### config.mk
export PLATFORM = sky130hd
export DESIGN_NAME = inst_encoder
export DESIGN_NICKNAME = d
export VERILOG_FILES = /design/src/rtl/inst_encoder_pkg.sv /design/src/rtl/imm_pack.sv /design/src/rtl/inst_encoder.sv
export SDC_FILE = /design/constraint.sdc
export NUM_CORES = 1
export LEC_CHECK = 0
export BUFFER_PORTS_ARGS = -buffer_cell sky130_fd_sc_hd__buf_2
export CORE_AREA = 2 2 121 123
export DETAILED_ROUTE_END_ITERATION = 6
export DIE_AREA = 0 0 123 125
export MAX_ROUTING_LAYER = met4
export PLACE_DENSITY = 0.76
export SLEW_MARGIN = 20
export SYNTH_ARGS = -nofsm -noshare
export SYNTH_HDL_FRONTEND = slang
export SYNTH_SLANG_ARGS = --single-unit
### constraint.sdc
create_clock -name clk -period 1.7 [get_ports clk]
set_input_delay 0.17 -clock clk [delete_from_list [all_inputs] [get_ports clk]]
set_output_delay 0.17 -clock clk [all_outputs]
set_load 0.03 [all_outputs]
### src/rtl/inst_encoder_pkg.sv
// Shared CPU encodings: instruction-format codes (same as the decoder) and encoder FSM states.
package inst_encoder_pkg;

  typedef enum logic [2:0] {
    IMM_R = 3'b000,
    IMM_I = 3'b001,
    IMM_S = 3'b010,
    IMM_B = 3'b011,
    IMM_U = 3'b100,
    IMM_J = 3'b101
  } imm_type_e;

  typedef enum logic [1:0] {
    ST_IDLE  = 2'd0,
    ST_RUN   = 2'd1,
    ST_DRAIN = 2'd2
  } enc_state_e;

  localparam logic [15:0] CNT_MAX = 16'hFFFF;

  // True when every bit from msb upward equals bit msb (value fits a signed msb+1 field).
  function automatic logic sext_ok(input logic [31:0] v, input int msb);
    logic [31:0] mask;
    mask = 32'hFFFF_FFFF << msb;
    return ((v & mask) == mask) || ((v & mask) == 32'h0);
  endfunction

endpackage

### src/rtl/imm_pack.sv
// Combinational field placement for R/I/S/B/U/J words plus immediate range check.
// Zero latency; illegal formats give inst 0 with err set.
module imm_pack
  import inst_encoder_pkg::*;
(
  input  logic [2:0]  imm_type,
  input  logic [6:0]  opcode,
  input  logic [2:0]  funct3,
  input  logic [6:0]  funct7,
  input  logic [4:0]  rs1,
  input  logic [4:0]  rs2,
  input  logic [4:0]  rd,
  input  logic [31:0] imm,
  output logic [31:0] inst,
  output logic        err
);

  always_comb begin
    inst = '0;
    err  = 1'b0;
    case (imm_type)
      IMM_R: inst = {funct7, rs2, rs1, funct3, rd, opcode};
      IMM_I: begin
        inst = {imm[11:0], rs1, funct3, rd, opcode};
        err  = !sext_ok(imm, 11);
      end
      IMM_S: begin
        inst = {imm[11:5], rs2, rs1, funct3, imm[4:0], opcode};
        err  = !sext_ok(imm, 11);
      end
      IMM_B: begin
        inst = {imm[12], imm[10:5], rs2, rs1, funct3, imm[4:1], imm[11], opcode};
        err  = imm[0] || !sext_ok(imm, 12);
      end
      IMM_U: begin
        inst = {imm[31:12], rd, opcode};
        err  = |imm[11:0];
      end
      IMM_J: begin
        inst = {imm[20], imm[10:1], imm[11], imm[19:12], rd, opcode};
        err  = imm[0] || !sext_ok(imm, 20);
      end
      default: err = 1'b1;
    endcase
  end

endmodule

### src/rtl/inst_encoder.sv
// Instruction encoder: packs fields into 32-bit words tagged with sequential byte addresses.
// One-cycle latency into an output register; in_ready drops while a word waits on out_ready.
module inst_encoder
  import inst_encoder_pkg::*;
(
  input  logic        clk,
  input  logic        rst,
  input  logic        start,
  input  logic        stop,
  input  logic [31:0] base_addr,
  input  logic        in_valid,
  output logic        in_ready,
  input  logic [2:0]  imm_type,
  input  logic [6:0]  opcode,
  input  logic [2:0]  funct3,
  input  logic [6:0]  funct7,
  input  logic [4:0]  rs1,
  input  logic [4:0]  rs2,
  input  logic [4:0]  rd,
  input  logic [31:0] imm,
  output logic        out_valid,
  input  logic        out_ready,
  output logic [31:0] out_inst,
  output logic [31:0] out_addr,
  output logic        out_err,
  output logic [15:0] inst_count,
  output logic [15:0] err_count
);

  enc_state_e  state, state_nxt;
  logic [31:0] wr_ptr;
  logic [31:0] enc_inst;
  logic        enc_err;
  logic        accept;
  logic        out_fire;

  imm_pack u_imm_pack (
    .imm_type (imm_type),
    .opcode   (opcode),
    .funct3   (funct3),
    .funct7   (funct7),
    .rs1      (rs1),
    .rs2      (rs2),
    .rd       (rd),
    .imm      (imm),
    .inst     (enc_inst),
    .err      (enc_err)
  );

  assign in_ready = (state == ST_RUN) && !stop && (!out_valid || out_ready);
  assign accept   = in_valid && in_ready;
  assign out_fire = out_valid && out_ready;

  always_ff @(posedge clk) begin
    if (rst) state <= ST_IDLE;
    else     state <= state_nxt;
  end

  // DRAIN also exits when nothing is left pending, so a stop coinciding with the
  // last handshake cannot strand the FSM.
  always_comb begin
    state_nxt = state;
    case (state)
      ST_IDLE:  if (start) state_nxt = ST_RUN;
      ST_RUN:   if (stop) state_nxt = out_valid ? ST_DRAIN : ST_IDLE;
      ST_DRAIN: if (!out_valid || out_ready) state_nxt = ST_IDLE;
      default:  state_nxt = ST_IDLE;
    endcase
  end

  always_ff @(posedge clk) begin
    if (rst) begin
      wr_ptr     <= '0;
      out_valid  <= 1'b0;
      out_inst   <= '0;
      out_addr   <= '0;
      out_err    <= 1'b0;
      inst_count <= '0;
      err_count  <= '0;
    end else begin
      if (state == ST_IDLE && start) begin
        wr_ptr     <= base_addr;
        inst_count <= '0;
        err_count  <= '0;
      end else if (out_fire) begin
        if (inst_count != CNT_MAX)           inst_count <= inst_count + 16'd1;
        if (out_err && err_count != CNT_MAX) err_count  <= err_count + 16'd1;
      end

      if (accept) begin
        out_valid <= 1'b1;
        out_inst  <= enc_inst;
        out_addr  <= wr_ptr;
        out_err   <= enc_err;
        wr_ptr    <= wr_ptr + 32'd4;
      end else if (out_fire) begin
        out_valid <= 1'b0;
      end
    end
  end

endmodule

==> run metrics, run 1 <==
routed wire length=around 20,000 microns; Antenna Nets Post-Route=0; EDFF count, synth=0; Req. time, crit path=between 2 and 2.5 ns; initial antenna violation count=0; delay-heaviest family, CP=simple AND/OR/NAND/NOR gates; final hold vios=0; largest net degree at the start of global routing=between 100 and 150; chip height=roughly 130 microns; hpwl dp=13,900 microns; root buffer cell=clkbuf_16; first-pass GRT wire length=30,600 microns; Least-Margin Pin Slew=0.515 ns; P_leak=3.81 nW; Min-Delay Path Class=input port to flop; WHS=approximately 0.018 ns; Post-Place Setup Slack=-0.0324 ns; maximum VDD drop=~0.66 mV; clk buf depth=2; Synth Flop Type=dfxtp_1; GPL Wtd Cong=slightly below 0.9; count of cell types in the netlist=between 60 and 70; DR iter-0 viols=between 500 and 600; antenna cell count=0; Pwr Density=864 nW/um^2; asr flop ratio synth=0; fin. max-slew vios=0; max cap viols=0; Area growth syn-to-layout=41.9%; H-Tree Depth=4; residual DRC count=0; initial cell density of the core=0.451; wire per inst=approximately 16 microns; Vias=7,133; Die W=123 microns; cts bufs inserted=17; register area share after synthesis=0.413; critical path arrival=2.05 ns; Worst slew margin=0.656; Setup violations, final=5; synthesized area per cell=~8 sq um; Setup CP Type=flop to flop; Area after DPL=8130 sq um; GRT overflow=0; PortBufs=~200; Synth Net Count=906; Mapped Cells=roughly 800; CP Max Fanout=5; clk_lat worst skew=between 0.4 and 0.5 ns; Clock transition at path regs=0.06 ns; Clock Skew=0.00761 ns; clock tree sinks=about 130; CTS tree=built; slowest CP cell=or4_4; Layout Cells excl Fill=about 1,300; Worst setup SP type=flop; crit-path max cell delay=0.50 ns; RSZ-0062 raised after global routing=true; final instance area=9080 sq um; post-layout utilization of the core=0.640; #FFs+latches synth=~130; CP Cell Sequence=and2b_2 -> nand4_1 -> buf_6 -> buf_12 -> or4_4 -> a31oi_1; core area=about 14,000 sq um; failing checks=negative setup slack; FP Rows=44; DR pass1 iterations=6; final worst path period need=roughly 1.7 ns; final worst-path cycle share=1.01; # IOs=approximately 200; Ys Warns=0; vias per cell=between 5 and 6; layout cells sized above 1=0.357; die area=15,400 sq um; status=finished, violations left; final worst slack=-0.0221 ns; Cells after DPL=around 1,200; Post-Syn Area=~6400 sq um; critical path capture point type=flop; Max Freq=about 580 MHz; # nets final=around 1,200; total track usage=0.254; vias in the first global route=~6,200; Buffers & Inverters on Critical Path=2
-- where the power goes --
part	switching [W]	internal [W]	total (W)
logic	0.000504	0.000367	0.000871
registers	0.0000662	0.00318	0.00324
clock network	0.00132	0.00241	0.00373
-- final cells by class --
class | count | area, sq um
repair buffers | 304 | 1920
inverters | 9 | 33.8
multi-input cells | 604 | 3630
well taps | 184 | 230
flip-flops and latches | 132 | 2670
clock inverters | 9 | 126
fillers | 1202 | 5120
clock buffers | 23 | 478
-- what timing repair did --
item / CTS / global route
pin swaps: 2 / 9
gates resized for setup: 3 / 35
hold endpoints to repair: 7 / 0
buffers inserted: 1 / 12
cloned: 0 / 2
setup endpoints to repair: 6 / 64
hold buffers: 7 / 0
-- cells in the final DEF, fill, tap and decap left out, types with 8 or more instances in the layout --
master,synthesis,final
buf_2,14,202
nand2_1,130,129
dfxtp_1,132,117
buf_4,1,80
nor2_1,77,75
a21oi_1,67,67
nand3_1,34,32
nor3_1,34,30
nand4_1,23,23
o21ai_0,26,23
a221oi_1,25,23
clkbuf_16,0,19
xor2_1,17,17
a31oi_1,15,15
o211ai_1,14,14
dfxtp_2,0,13
mux2i_1,11,11
xnor2_1,10,10
and3_1,10,9
nor2b_1,9,9
inv_1,8,8
or4_1,9,8
nor4_1,9,8
-- cells by family after synthesis --
logic type                 synth area share
adders and majority gates           0.00586
and+or+nand+nor                       0.290
DFF                                   0.413
muxes                                0.0301
AOI/OAI and AO/OA                     0.183
buffers and inverters                0.0410
xor gates and xnor gates             0.0369
-- sequential cells by signal (all words and copies together) (netlist names) --
register,cells
out_err,1
out_valid,1
out_inst,32
out_addr,32
err_count,16
inst_count,16
wr_ptr,32
state,2
-- metal layers --
metal	routed length, microns	GRT usage	vias to the layer above	share of wire
met3	1470	0.0511	45	0.074
li1	-	-	3444	-
met2	9160	0.380	297	0.46
met4	550	0.104	0	0.028
met5	0	-	-	0
met1	8760	0.335	3347	0.44
-- cell usage after synthesis (15+ instances only) --
cell | instances | area [sq um]
dfxtp_1 | 132 | 2640
clkbuf_1 | 32 | 120
a221oi_1 | 25 | 219
nand3_1 | 34 | 170
a31oi_1 | 15 | 93.8
xor2_1 | 17 | 149
a21oi_1 | 67 | 335
nor3_1 | 34 | 170
o21ai_0 | 26 | 130
nor2_1 | 77 | 289
nand4_1 | 23 | 144
nand2_1 | 130 | 488
-- worst register-to-register path: stages (launching register included) --
cell	delay [ns]
dfxtp_1	0.36
and2b_2	0.19
nand4_1	0.13
buf_6	0.16
buf_12	0.13
or4_4	0.50
a31oi_1	0.16
-- final timing paths --
check                                 start           to  slack [ns]  cells after the start
worst min register to register  out_inst[5]  out_inst[5]        0.45                      2
worst min-delay path              opcode[3]  out_inst[3]        0.02                      3
worst max register to register     state[0]   wr_ptr[14]       -0.02                      6
worst max-delay path               state[0]   wr_ptr[14]       -0.02                      6
-- stage by stage --
| stage | setup TNS (ns) | total power, W |
|---|---|---|
| CTS | -0.00981 | 0.00785 |
| detailed placement | -0.0766 | 0.00412 |
| finish | -0.0648 | 0.00785 |
| global placement | 0 | 0.00410 |
| floorplan | 0 | 0.00373 |
| global route | -0.855 | 0.00814 |
No activity file was read; power rests on OpenSTA's default activity.
==> run 2, diff against run 1 <==
--- a/config.mk
+++ b/config.mk
@@ -5,12 +5,12 @@
 export SDC_FILE = /design/constraint.sdc
 export NUM_CORES = 1
 export LEC_CHECK = 0
-export BUFFER_PORTS_ARGS = -buffer_cell sky130_fd_sc_hd__buf_2
-export CORE_AREA = 2 2 121 123
+export CORE_AREA = 2 2 117 119
 export DETAILED_ROUTE_END_ITERATION = 6
-export DIE_AREA = 0 0 123 125
+export DIE_AREA = 0 0 119 121
+export DONT_BUFFER_PORTS = 1
 export MAX_ROUTING_LAYER = met4
-export PLACE_DENSITY = 0.76
+export PLACE_DENSITY = 0.66
 export SLEW_MARGIN = 20
 export SYNTH_ARGS = -nofsm -noshare
 export SYNTH_HDL_FRONTEND = slang
==> run metrics, run 2 (same netlist as run 1, synthesis figures left out) <==
clk_lat worst skew=0.42 ns (about the same); FP Rows=42 (was 44); Max Freq=552 MHz (was 581 MHz); root buffer cell=clkbuf_16 (unchanged); H-Tree Depth=4 (unchanged); Worst slew margin=0.496 (was 0.656); clock tree sinks=132 (unchanged); cts bufs inserted=17 (unchanged); reg2reg start=state[1] (was state[0]); share of power burned in registers=0.430 (was 0.413); Power, Total=0.00772 W (was 0.00785 W); Area after DPL=7230 sq um (was 8130 sq um); routed wire length=20,400 microns (was 19,900 microns); Area growth syn-to-layout=28.1% (was 41.9%); Clock Skew=0.0105 ns (was 0.00761 ns); largest net degree at the start of global routing=104 (was 102); Req. time, crit path=2.00 ns (was 2.03 ns); footprint of the multi-input gates=3700 sq um (was 3630 sq um); Clock transition at path regs=0.06 ns (about the same); max cap viols=0 (unchanged); biggest regs=out_addr x32, out_inst x32, wr_ptr x32 (unchanged); Sw Share=0.245 (was 0.241); antenna cell count=0 (unchanged); final hold vios=98 (was 0); Vias=6,617 (was 7,133); CP startpoint=state[1] (was state[0]); most common cell after layout, fill and taps aside=nand2_1 (was buf_2); initial antenna violation count=0 (unchanged); chip height=121 microns (was 125 microns); GRT overflow=0 (unchanged); P_sw=0.00189 W (about the same); fin. max-slew vios=0 (unchanged); wire per inst=19.1 microns (was 15.8 microns); total track usage=0.277 (was 0.254); final worst slack=-0.111 ns (was -0.0221 ns); Setup CP Type=flop to flop (unchanged); RSZ-0062 raised after global routing=true (unchanged); die area=14,400 sq um (was 15,400 sq um); most frequent cells in the layout=nand2_1, dfxtp_1, buf_4 (was buf_2, nand2_1, dfxtp_1); layout cells sized above 1=0.240 (was 0.357); GPL Wtd Cong=0.885 (was 0.888); WHS=-0.181 ns (was 0.0182 ns); vias in the first global route=6,341 (was 6,246); PortBufs=0 (was 203); core area=13,100 sq um (was 14,200 sq um); # hold bufs at CTS=2 (was 7); final worst-path cycle share=1.07 (was 1.01); post-layout utilization of the core=0.627 (was 0.640); first-pass GRT wire length=30,900 microns (was 30,600 microns); Min-Delay Path Class=input port to flop (unchanged); Die W=119 microns (was 123 microns); DR iter-0 viols=550 (was 547); Reg2Reg Depth=7 (was 6); status=finished, violations left (unchanged); storage element area=2670 sq um (about the same); clk buf depth=2 (unchanged); hold_sp=rst (was opcode[3]); vias per cell=6.18 (was 5.64); Power Internal=0.00582 W (was 0.00596 W); # fillers=1,096 (was 1,202); critical path arrival=2.11 ns (was 2.05 ns); DR pass1 iterations=5 (was 6); residual DRC count=0 (unchanged); failing checks=negative hold slack, negative setup slack (was negative setup slack); maximum VDD drop=0.707 mV (was 0.662 mV); final instance area=8200 sq um (was 9080 sq um); initial cell density of the core=0.489 (was 0.451); P_leak=2.94 nW (was 3.81 nW); Least-Margin Pin Slew=0.754 ns (was 0.515 ns); final worst path period need=1.81 ns (was 1.72 ns); hpwl dp=14,200 microns (was 13,900 microns); cell count of the worst hold path=1 (was 3); # IOs=204 (unchanged); CP Max Fanout=7 (was 5); critical path capture point type=flop (unchanged); Pwr Density=941 nW/um^2 (was 864 nW/um^2); Gate power share=0.070 (was 0.111); Worst setup SP type=flop (unchanged); Clock power frac=0.500 (was 0.476); Setup violations, final=7 (was 5); # nets final=989 (was 1,176); CTS tree=built (unchanged); Antenna Nets Post-Route=0 (unchanged)
run 2: changes by cell type in the layout (fill, tap and decap cells not counted), sizes merged:
cell / change
clkinvlp: +3
clkbuf: -6
dlygate4sd3: -5
clkinv: -2
buf: -181
inv: +3
nand4: +1
run 2: area by class of cell:
| class | count | area share |
|---|---|---|
| clock buffers | 19 | 0.0552 |
| clock inverters | 13 | 0.0211 |
| inverters | 9 | 0.00412 |
| multi-input cells | 605 | 0.451 |
| flip-flops and latches | 132 | 0.325 |
| well taps | 176 | 0.0269 |
| repair buffers | 116 | 0.116 |
run 2: worst paths after layout:
check	slack, ns	to
worst max-delay path	-0.11	wr_ptr[26]
worst min-delay path	-0.18	out_addr[28]
worst min register to register	0.46	wr_ptr[1]
worst max register to register	-0.11	wr_ptr[26]
run 2: critical path: stages, from the launching register on:
cell and delay, ns:
dfxtp_2 0.32, and2b_2 0.24, and4_4 0.34, nand4_4 0.18, buf_4 0.18, buf_4 0.12
o211ai_1 0.20, a31oi_1 0.12
run 2: layer usage:
layer,vias to the layer above,share of wire,track usage,wire length (microns)
met3,87,0.086,0.0808,1760
li1,3087,-,-,-
met1,3096,0.38,0.293,7740
met5,-,0,-,0
met2,347,0.49,0.470,10000
met4,0,0.045,0.147,910
run 2: power groups by stage:
| stage | Clock [W] | Combinational, W | Sequential (W) |
|---|---|---|---|
| 2_1_floorplan | 0 | 0.000353 | 0.00337 |
| 3_3_place_gp | 0 | 0.000494 | 0.00337 |
| 3_5_place_dp | 0 | 0.000508 | 0.00337 |
| 4_1_cts | 0.00392 | 0.000515 | 0.00331 |
| 5_1_grt | 0.00405 | 0.000594 | 0.00332 |
| 6_report | 0.00386 | 0.000543 | 0.00332 |
run 2: repair_timing:
item / in CTS / in global routing
gates cloned: 0 / 2
setup buffers: 3 / 10
hold endpoints to repair: 100 / 98
endpoints found under the setup margin: 8 / 51
resized for setup: 4 / 48
pin swaps: 3 / 19
run 2: stage by stage:
step           hold slack, ns  cells  setup WS [ns]  TNS [ns]
6_report               -0.181   1070         -0.111    -0.216
5_1_grt                -0.204   1070         -0.141    -0.803
4_1_cts                -0.197   1059        -0.0179   -0.0353
3_5_place_dp            0.248   1022        -0.0145   -0.0254
3_3_place_gp            0.245   1022         0.0268         0
2_1_floorplan           0.306    798        0.00476         0
